File: config.mk
export PLATFORM = sky130hd
export DESIGN_NAME = psr_flag_ctrl_flat
export DESIGN_NICKNAME = d
export VERILOG_FILES = /design/src/rtl/psr_flag_ctrl_pkg.sv /design/src/rtl/psr_flag_ctrl_if.sv /design/src/rtl/psr_flag_ctrl_so_edge_sync.sv /design/src/rtl/psr_flag_ctrl.sv /design/src/flat_wrapper.sv
export SDC_FILE = /design/constraint.sdc
export NUM_CORES = 1
export LEC_CHECK = 0
export CORE_AREA = 2 2 78 43
export DETAILED_ROUTE_END_ITERATION = 6
export DIE_AREA = 0 0 80 45
export HOLD_SLACK_MARGIN = 0.15
export PLACE_DENSITY = 0.74
export SLEW_MARGIN = 20
export SYNTH_ARGS = -nofsm -noshare
export SYNTH_HDL_FRONTEND = slang
export SYNTH_SLANG_ARGS = --single-unit
File: constraint.sdc
create_clock -name phi2 -period 1.5 [get_ports phi2]
set_input_delay 0.3 -clock phi2 [delete_from_list [all_inputs] [get_ports phi2]]
set_output_delay 0.3 -clock phi2 [all_outputs]
set_load 0.01 [all_outputs]
File: src/rtl/psr_flag_ctrl_pkg.sv
// Shared definitions for the 65C02 status-register block: flag bit positions,
// flag-instruction encodings, interrupt-entry FSM states and P packing helpers.
package psr_pkg;

  localparam int PSR_N = 7;
  localparam int PSR_V = 6;
  localparam int PSR_5 = 5;
  localparam int PSR_B = 4;
  localparam int PSR_D = 3;
  localparam int PSR_I = 2;
  localparam int PSR_Z = 1;
  localparam int PSR_C = 0;

  localparam logic [7:0] PSR_RESET_P = 8'h34;

  typedef enum logic [2:0] {
    FOP_CLC = 3'd0,
    FOP_SEC = 3'd1,
    FOP_CLI = 3'd2,
    FOP_SEI = 3'd3,
    FOP_CLD = 3'd4,
    FOP_SED = 3'd5,
    FOP_CLV = 3'd6
  } flag_op_e;

  typedef enum logic [1:0] {
    IDLE = 2'd0,
    SNAP = 2'd1,
    PUSH = 2'd2,
    MASK = 2'd3
  } psr_fsm_e;

  // Only N,V,D,I,Z,C are storage; bits 5 and 4 are not kept in the register.
  function automatic logic [5:0] psr_pack(input logic [7:0] p);
    return {p[PSR_N], p[PSR_V], p[PSR_D], p[PSR_I], p[PSR_Z], p[PSR_C]};
  endfunction

  function automatic logic [7:0] psr_unpack(input logic [5:0] r);
    return {r[5], r[4], 1'b1, 1'b1, r[3], r[2], r[1], r[0]};
  endfunction

endpackage

File: src/rtl/psr_flag_ctrl_if.sv
// Stack-push handshake carrying the P snapshot during interrupt entry.
interface psr_flag_ctrl_if;
  logic       push_valid;
  logic [7:0] push_data;
  logic       push_ready;

  modport master (output push_valid, output push_data, input push_ready);
  modport slave  (input push_valid, input push_data, output push_ready);
endinterface

File: src/rtl/psr_flag_ctrl_so_edge_sync.sv
// Synchroniser for the asynchronous SO pin plus a one-cycle falling-edge pulse.
module so_edge_sync #(
  parameter int SO_SYNC_STAGES = 2
) (
  input  logic clk_i,
  input  logic rst_ni,
  input  logic so_n_i,
  output logic fall_o
);

  logic [SO_SYNC_STAGES-1:0] sync_q;
  logic                      prev_q;
  logic [SO_SYNC_STAGES:0]   arm_q;

  // arm_q fills with ones once the chain and prev_q hold only post-reset samples,
  // so a pin already low when reset releases is not mistaken for an edge.
  always_ff @(posedge clk_i or negedge rst_ni) begin
    if (!rst_ni) begin
      sync_q <= '1;
      prev_q <= 1'b1;
      arm_q  <= '0;
    end else begin
      sync_q <= {sync_q[SO_SYNC_STAGES-2:0], so_n_i};
      prev_q <= sync_q[SO_SYNC_STAGES-1];
      arm_q  <= {arm_q[SO_SYNC_STAGES-1:0], 1'b1};
    end
  end

  assign fall_o = (&arm_q) & prev_q & ~sync_q[SO_SYNC_STAGES-1];

endmodule

File: src/rtl/psr_flag_ctrl.sv
// 65C02 processor status register: per-flag write arbitration, SO pin handling
// and the interrupt-entry sequence that pushes P and then masks interrupts.
module psr_flag_ctrl
  import psr_pkg::*;
#(
  parameter int         SO_SYNC_STAGES = 2,
  parameter logic [7:0] RESET_P        = PSR_RESET_P,
  parameter bit         CLEAR_D_ON_INT = 1'b1
) (
  input  logic              phi2,
  input  logic              resb,
  input  logic [3:0]        alu_nvzc,
  input  logic [3:0]        alu_we,
  input  logic              flag_op_v,
  input  logic [2:0]        flag_op,
  input  logic              pull_load,
  input  logic [7:0]        db_in,
  input  logic              int_start,
  input  logic              int_is_brk,
  input  logic              so_n,
  output logic [7:0]        p_out,
  output logic              int_done,
  output logic              busy,
  psr_flag_ctrl_if.master   push
);

  psr_fsm_e   state_q, state_d;
  logic [5:0] p_q, p_d;
  logic       brk_q, brk_d;
  logic [7:0] push_data_q, push_data_d;
  logic       push_valid_c;
  logic [7:0] push_data_c;
  logic       mask_en;
  logic       so_fall;
  logic [7:0] p_cur;
  logic [7:0] p_nxt;
  logic [7:0] snap;

  so_edge_sync #(
    .SO_SYNC_STAGES (SO_SYNC_STAGES)
  ) u_so_sync (
    .clk_i  (phi2),
    .rst_ni (resb),
    .so_n_i (so_n),
    .fall_o (so_fall)
  );

  assign p_cur = psr_unpack(p_q);
  assign snap  = {p_q[5], p_q[4], 1'b1, brk_q, p_q[3:0]};

  // Interrupt-entry sequencer
  always_comb begin
    state_d      = state_q;
    brk_d        = brk_q;
    push_data_d  = push_data_q;
    push_valid_c = 1'b0;
    push_data_c  = push_data_q;
    mask_en      = 1'b0;
    int_done     = 1'b0;
    unique case (state_q)
      IDLE: begin
        if (int_start) begin
          state_d = SNAP;
          brk_d   = int_is_brk;
        end
      end
      SNAP: begin
        push_valid_c = 1'b1;
        push_data_c  = snap;
        push_data_d  = snap;
        state_d      = push.push_ready ? MASK : PUSH;
      end
      PUSH: begin
        push_valid_c = 1'b1;
        if (push.push_ready) state_d = MASK;
      end
      MASK: begin
        mask_en  = 1'b1;
        int_done = 1'b1;
        state_d  = IDLE;
      end
      default: state_d = IDLE;
    endcase
  end

  // Flag arbitration: lowest priority source applied first, later ones override.
  always_comb begin
    p_nxt = p_cur;
    if (so_fall) p_nxt[PSR_V] = 1'b1;
    if (alu_we[3]) p_nxt[PSR_N] = alu_nvzc[3];
    if (alu_we[2]) p_nxt[PSR_V] = alu_nvzc[2];
    if (alu_we[1]) p_nxt[PSR_Z] = alu_nvzc[1];
    if (alu_we[0]) p_nxt[PSR_C] = alu_nvzc[0];
    if (flag_op_v) begin
      case (flag_op)
        FOP_CLC: p_nxt[PSR_C] = 1'b0;
        FOP_SEC: p_nxt[PSR_C] = 1'b1;
        FOP_CLI: p_nxt[PSR_I] = 1'b0;
        FOP_SEI: p_nxt[PSR_I] = 1'b1;
        FOP_CLD: p_nxt[PSR_D] = 1'b0;
        FOP_SED: p_nxt[PSR_D] = 1'b1;
        FOP_CLV: p_nxt[PSR_V] = 1'b0;
        default: ;
      endcase
    end
    if (pull_load) p_nxt = db_in;
    if (mask_en) begin
      p_nxt[PSR_I] = 1'b1;
      if (CLEAR_D_ON_INT) p_nxt[PSR_D] = 1'b0;
    end
    p_d = psr_pack(p_nxt);
  end

  always_ff @(posedge phi2 or negedge resb) begin
    if (!resb) begin
      state_q     <= IDLE;
      p_q         <= psr_pack(RESET_P);
      brk_q       <= 1'b0;
      push_data_q <= '0;
    end else begin
      state_q     <= state_d;
      p_q         <= p_d;
      brk_q       <= brk_d;
      push_data_q <= push_data_d;
    end
  end

  assign p_out           = p_cur;
  assign busy            = (state_q != IDLE);
  assign push.push_valid = push_valid_c;
  assign push.push_data  = push_data_c;

  // A new interrupt request may only arrive once the previous entry has finished.
  assert property (@(posedge phi2) disable iff (!resb) !(int_start && busy));

endmodule

File: src/flat_wrapper.sv
// flat-port wrapper written by rule: the top's interface ports become plain ports
module psr_flag_ctrl_flat import psr_pkg::*;
#(
  parameter int         SO_SYNC_STAGES = 2,
  parameter logic [7:0] RESET_P        = PSR_RESET_P,
  parameter bit         CLEAR_D_ON_INT = 1'b1
)
  (phi2, resb, alu_nvzc, alu_we, flag_op_v, flag_op, pull_load, db_in, int_start, int_is_brk, so_n, p_out, int_done, busy, push_push_valid, push_push_data, push_push_ready);
  psr_flag_ctrl_if push_i ();
  input  logic phi2;
  input  logic resb;
  input  logic [3:0] alu_nvzc;
  input  logic [3:0] alu_we;
  input  logic flag_op_v;
  input  logic [2:0] flag_op;
  input  logic pull_load;
  input  logic [7:0] db_in;
  input  logic int_start;
  input  logic int_is_brk;
  input  logic so_n;
  output logic [7:0] p_out;
  output logic int_done;
  output logic busy;
  output wire logic [$bits(push_i.push_valid)-1:0] push_push_valid;
  output wire logic [$bits(push_i.push_data)-1:0] push_push_data;
  input wire logic [$bits(push_i.push_ready)-1:0] push_push_ready;
  assign push_push_valid = push_i.push_valid;
  assign push_push_data = push_i.push_data;
  assign push_i.push_ready = push_push_ready;
  psr_flag_ctrl #(.SO_SYNC_STAGES(SO_SYNC_STAGES), .RESET_P(RESET_P), .CLEAR_D_ON_INT(CLEAR_D_ON_INT)) u_core (.phi2(phi2), .resb(resb), .alu_nvzc(alu_nvzc), .alu_we(alu_we), .flag_op_v(flag_op_v), .flag_op(flag_op), .pull_load(pull_load), .db_in(db_in), .int_start(int_start), .int_is_brk(int_is_brk), .so_n(so_n), .p_out(p_out), .int_done(int_done), .busy(busy), .push(push_i));
endmodule
# Yosys cells after proc, flatten, opt, wreduce, memory -nomap -nowiden
# Index checks and enable logic that the tools add are counted.
[classes]
n_mux = 21
n_eq_ne = 11
reduce_logical = 14
bitwise = 3
[ops]
columns = ["op", "n"]
rows = [
  ["8-bit two-way mux", 2],
  ["1-bit two-way mux", 11],
  ["3-bit equality test, second input constant", 3],
  ["2-bit two-way mux", 4],
  ["2-bit one-hot mux with 4 select lines", 1],
  ["2-bit AND reduction", 4],
  ["4-bit nonzero test", 2],
  ["3-bit by 2-bit equality test with 1-bit output, second input constant", 2],
  ["1-bit one-hot mux with 2 select lines", 3],
  ["2-bit nonzero test", 3],
  ["2-bit equality test, second input constant", 2],
  ["2-bit != test, second input constant", 2],
  ["3-bit by 1-bit equality test with 1-bit output, second input constant", 1],
  ["3-bit logical NOT", 1],
  ["3-bit AND reduction", 1],
  ["3-bit nonzero test", 1],
  ["1-bit bitwise AND", 2],
  ["2-bit by 1-bit equality test with 1-bit output, second input constant", 1],
  ["2-bit logical NOT", 1],
  ["2-bit OR reduction", 1],
  ["1-bit inverter", 1],
]
[totals]
inputBits = 27
wordCells = 60
regBits = 23

# Logic depth before layout (Yosys ltp)
[logic_depth]
ltp_word = 9
depth_mapped = 6

# Modules after synthesis
# From an unflattened synthesis, not the netlist that was laid out.
[unflattened]
hier_cells = 85
hier_area_um2 = 1037.2
[modules_own_cells]
columns = ["mod", "seq_area_each_um2", "n_inst", "area_each_um2", "cells_per_inst"]
rows = [
  ["psr_flag_ctrl", 426.7, 1, 864.6, 75],
  ["so_edge_sync", 153.9, 1, 172.7, 10],
]

# Least setup slack after synthesis
# No wires, ideal clock.
[synth_timing]
kind = "reg-to-output"
from = "reg u_core.state_q[1]"
to = "out push_push_data[0]"
t_required_ns = 1.200
arrival_ns = 1.174
path_buffers = 1
stages_incl_launch_ff = 5
setup_slack_ns = 0.026
path_cell_list = "dfrtp_1 > inv_1 > ha_1 > buf_2 > mux2_2"
[synth_via]
elab_chain_cells = 2
[synth_lines]
columns = ["item", "line_no", "text"]
rows = [
  ["start: declaration", "psr_flag_ctrl.sv:27", "psr_fsm_e state_q, state_d;"],
  ["start signal: assignment", "psr_flag_ctrl.sv:121", "state_q <= state_d;"],
  ["2-bit by 1-bit equality test with 1-bit output", "psr_flag_ctrl.sv:60", "unique case (state_q)"],
  ["8-bit two-way mux", "psr_flag_ctrl.sv:60", ""],
  ["end: declaration", "flat_wrapper.sv:25", "output wire logic [$bits(push_i.push_data)-1:0] push_push_data;"],
]
# Every way passes these cells.

# Worst setup path in the final report
[layout_timing]
from = "reg u_core.state_q[1]"
to = "out push_push_data[1]"
# Same word-level chain as after synthesis.

==> flow_summary.yaml <==
global_routing:
  grt_pass1_vias: 901
  grtUsageTotal: 0.156
  grt_antenna_before_repair: 0
  grt_pass1_wl_mm: 4.14
  grt-ovfl-total: 0
  grt_max_degree: 24
critical_path:
  critical_path.startpoint: "u_core.state_q[1]"
  path_depth: 5
  r2r-end: "u_core.state_q[1]"
  r2r_start: "u_core.state_q[0]"
  path_cells: "inv_2 -> ha_4 -> buf_8 -> mux2_4 -> buf_6"
  critPathMaxFanout: 6
  cpPeakStageDelay_ps: 400
  startpoint_type: "flop"
  end_kind: "output pin"
  crit_type: "reg -> out"
  reg2reg_depth: 8
  critPathCapture: "push_push_data[1]"
  cp_slowest_cell: "dfrtp_1"
  arrival_ps: 1470
  r2r_slack_ps: -120
  worstPathRequired_ps: 1200
  crit_family: "flip-flops"
  path_buf_inv: 3
sta:
  hold_viol: 0
  fmax_mhz: 565
  maxSlewViolCount: 0
  rsz0062_at_grt: "true"
  finClkSkew_ps: 2.93
  finalCritPeriodShare: 1.18
  fin_tns_setup_ps: -2630
  finalCriticalPeriod_ps: 1770
  setup_slack_ps: -271
  setup_viol: 14
drt:
  finalWirelength_mm: 2.69
  vias: 869
  drc: 0
  dr.first_iter.drc_count: 41
  antenna_left: 0
  via_per_inst: 4.67
  firstDrtPassIters: 4
  wire_per_inst_um: 14.5
synthesis:
  synth_edf_count: 0
  ys_seq_area_frac: 0.558
  synth_cell_type_count: 30
  async_flop_share: 1.00
  yosys_warnings: 0
  syn_area_sq_um: 1040
  ys_seq_elements: 23
  syn_inst: 84
  synth_ff_type: "dfrtp_1"
  synth_area_per_cell_sq_um: 12.4
final_layout:
  antenna_cells: 0
  area_growth_pct: 69.1
  drive_gt1_frac: 0.384
  final_nets: 179
  fillCellCount: 236
  multi_input_area_sq_um: 489
  seq_area_sq_um: 581
clock_network:
  clock_latency_ps: 270
  cts-root-buf: "clkbuf_8"
  htreeDepth: 1
  cts_buffer_depth: 2
  cts.sinks: 23
  cts_buffers: 3
  clk_pin_slew_ps: 80
  cts_tree: "done"
run:
  cap_violations: 0
die:
  initial_utilization: 0.362
  rows: 14
  num_io_pins: 46
  die_w_um: 80
  die_h_um: 45
  core_area_sq_um: 2870
  die_area_sq_um: 3600
power_and_ir_drop:
  power_frac_clock: 0.126
  p_int_mw: 2.11
  seqPwrFrac: 0.289
  p_sw_mw: 1.01
  irDropWorstVdd_mv: 0.782
  switching_share: 0.324
  combPwrFrac: 0.585
  powerDensity_nw_per_um2: 1770
  leakage_nw: 0.798
  total_power_mw: 3.12
placement:
  place_ws_ps: -429
  portBuffers: 41
  dpl.hpwl_mm: 1.83
  place_congestion: 0.777
status:
  status: "finished, violations left"
  violations: "setup timing"
min_path:
  worstHoldPathCells: 0
  hold_path_class: "reg -> reg"
==> synth_stat cells (all sizes together) (2+ instances only) <==
master | count | share of area
mux2i | 3 | 0.029
buf | 4 | 0.024
nor2 | 4 | 0.014
mux2 | 10 | 0.11
dfrtp | 19 | 0.46
inv | 5 | 0.018
nand2b | 2 | 0.012
a21oi | 2 | 0.0096
dfstp | 4 | 0.10
o21ai | 5 | 0.024
ha | 5 | 0.060
nand2 | 6 | 0.022
==> registers in the layout (all words and copies together) (netlist names) <==
signal,count
u_core.u_so_sync.arm_q,3
u_core.push_data_q,8
u_core.u_so_sync.sync_q,2
u_core.brk_q,1
u_core.state_q,2
u_core.p_q,6
u_core.u_so_sync.prev_q,1
==> what timing repair did <==
item                                    4_1_cts  5_1_grt
resized for setup                            72       10
pin swaps                                     1        1
buffers inserted                              3        5
endpoints found under the setup margin       18       13
hold buffers                                  0        0
==> logic make-up after synthesis <==
group,Yosys count,synth area share
adder cells (fa/ha/maj),5,0.0602
AO/OA/AOI/OAI,13,0.0842
other,1,0.00361
buffers and inverters,9,0.0421
flip-flops,23,0.558
AND/OR/NAND/NOR,20,0.114
multiplexers,13,0.137
==> per-layer routing <==
layer	up-vias	GRT usage	wire length (um)
li1	414	-	-
met1	419	0.202	1150
met2	32	0.248	1300
met3	4	0.0620	211
met4	0	0.0441	30
met5	-	0	0
==> final cells by class <==
class,instances,share of cell area
clock buffer,3,0.0235
clock inverter,1,0.00427
inverter,5,0.0121
multi-input combinational,54,0.278
sequential,23,0.330
tap,40,0.0285
timing repair buffer,60,0.323
==> placed cells by master, fill, tap and decap left out, types with 2 or more instances in the layout <==
cell type	count
a21oi_1	2
buf_4	16
buf_6	12
clkbuf_8	3
clkdlybuf4s50_1	24
conb_1	3
dfrtp_1	19
dfstp_2	4
dlygate4sd2_1	6
ha_1	2
ha_4	2
inv_1	3
mux2_1	2
mux2_4	7
mux2i_1	3
nand2_1	5
nor2_1	4
o21ai_0	3
o21ai_1	2
==> worst min path at each step <==
stage | startpoint | to | slack [ps]
final | u_core.u_so_sync.sync_q[0] | u_core.u_so_sync.sync_q[1] | 360
after global routing | u_core.u_so_sync.sync_q[0] | u_core.u_so_sync.sync_q[1] | 370
after CTS | u_core.u_so_sync.sync_q[0] | u_core.u_so_sync.sync_q[1] | 360
after detailed placement | u_core.u_so_sync.sync_q[0] | u_core.u_so_sync.sync_q[1] | 350
after global placement | u_core.u_so_sync.sync_q[0] | u_core.u_so_sync.sync_q[1] | 350
after floorplan | resb | u_core.brk_q | 4
==> metrics by stage <==
stage	util	std cells	instance area, sq um	hold slack (ps)
2_1_floorplan	-	86	1050	4.41
3_3_place_gp	0.547	175	1570	347
3_5_place_dp	0.547	175	1570	347
4_1_cts	0.593	181	1700	361
5_1_grt	0.612	186	1760	369
6_report	0.612	186	1760	360
==> power groups by stage <==
stage	sequential (mW)	clock (mW)	combinational (mW)
floorplan	0.908	0	0.601
finish	0.901	0.394	1.82
detailed placement	0.895	0	1.40
global route	0.917	0.437	1.97
CTS	0.898	0.410	1.62
global placement	0.891	0	1.36
No activity file was read; power rests on OpenSTA's default activity.
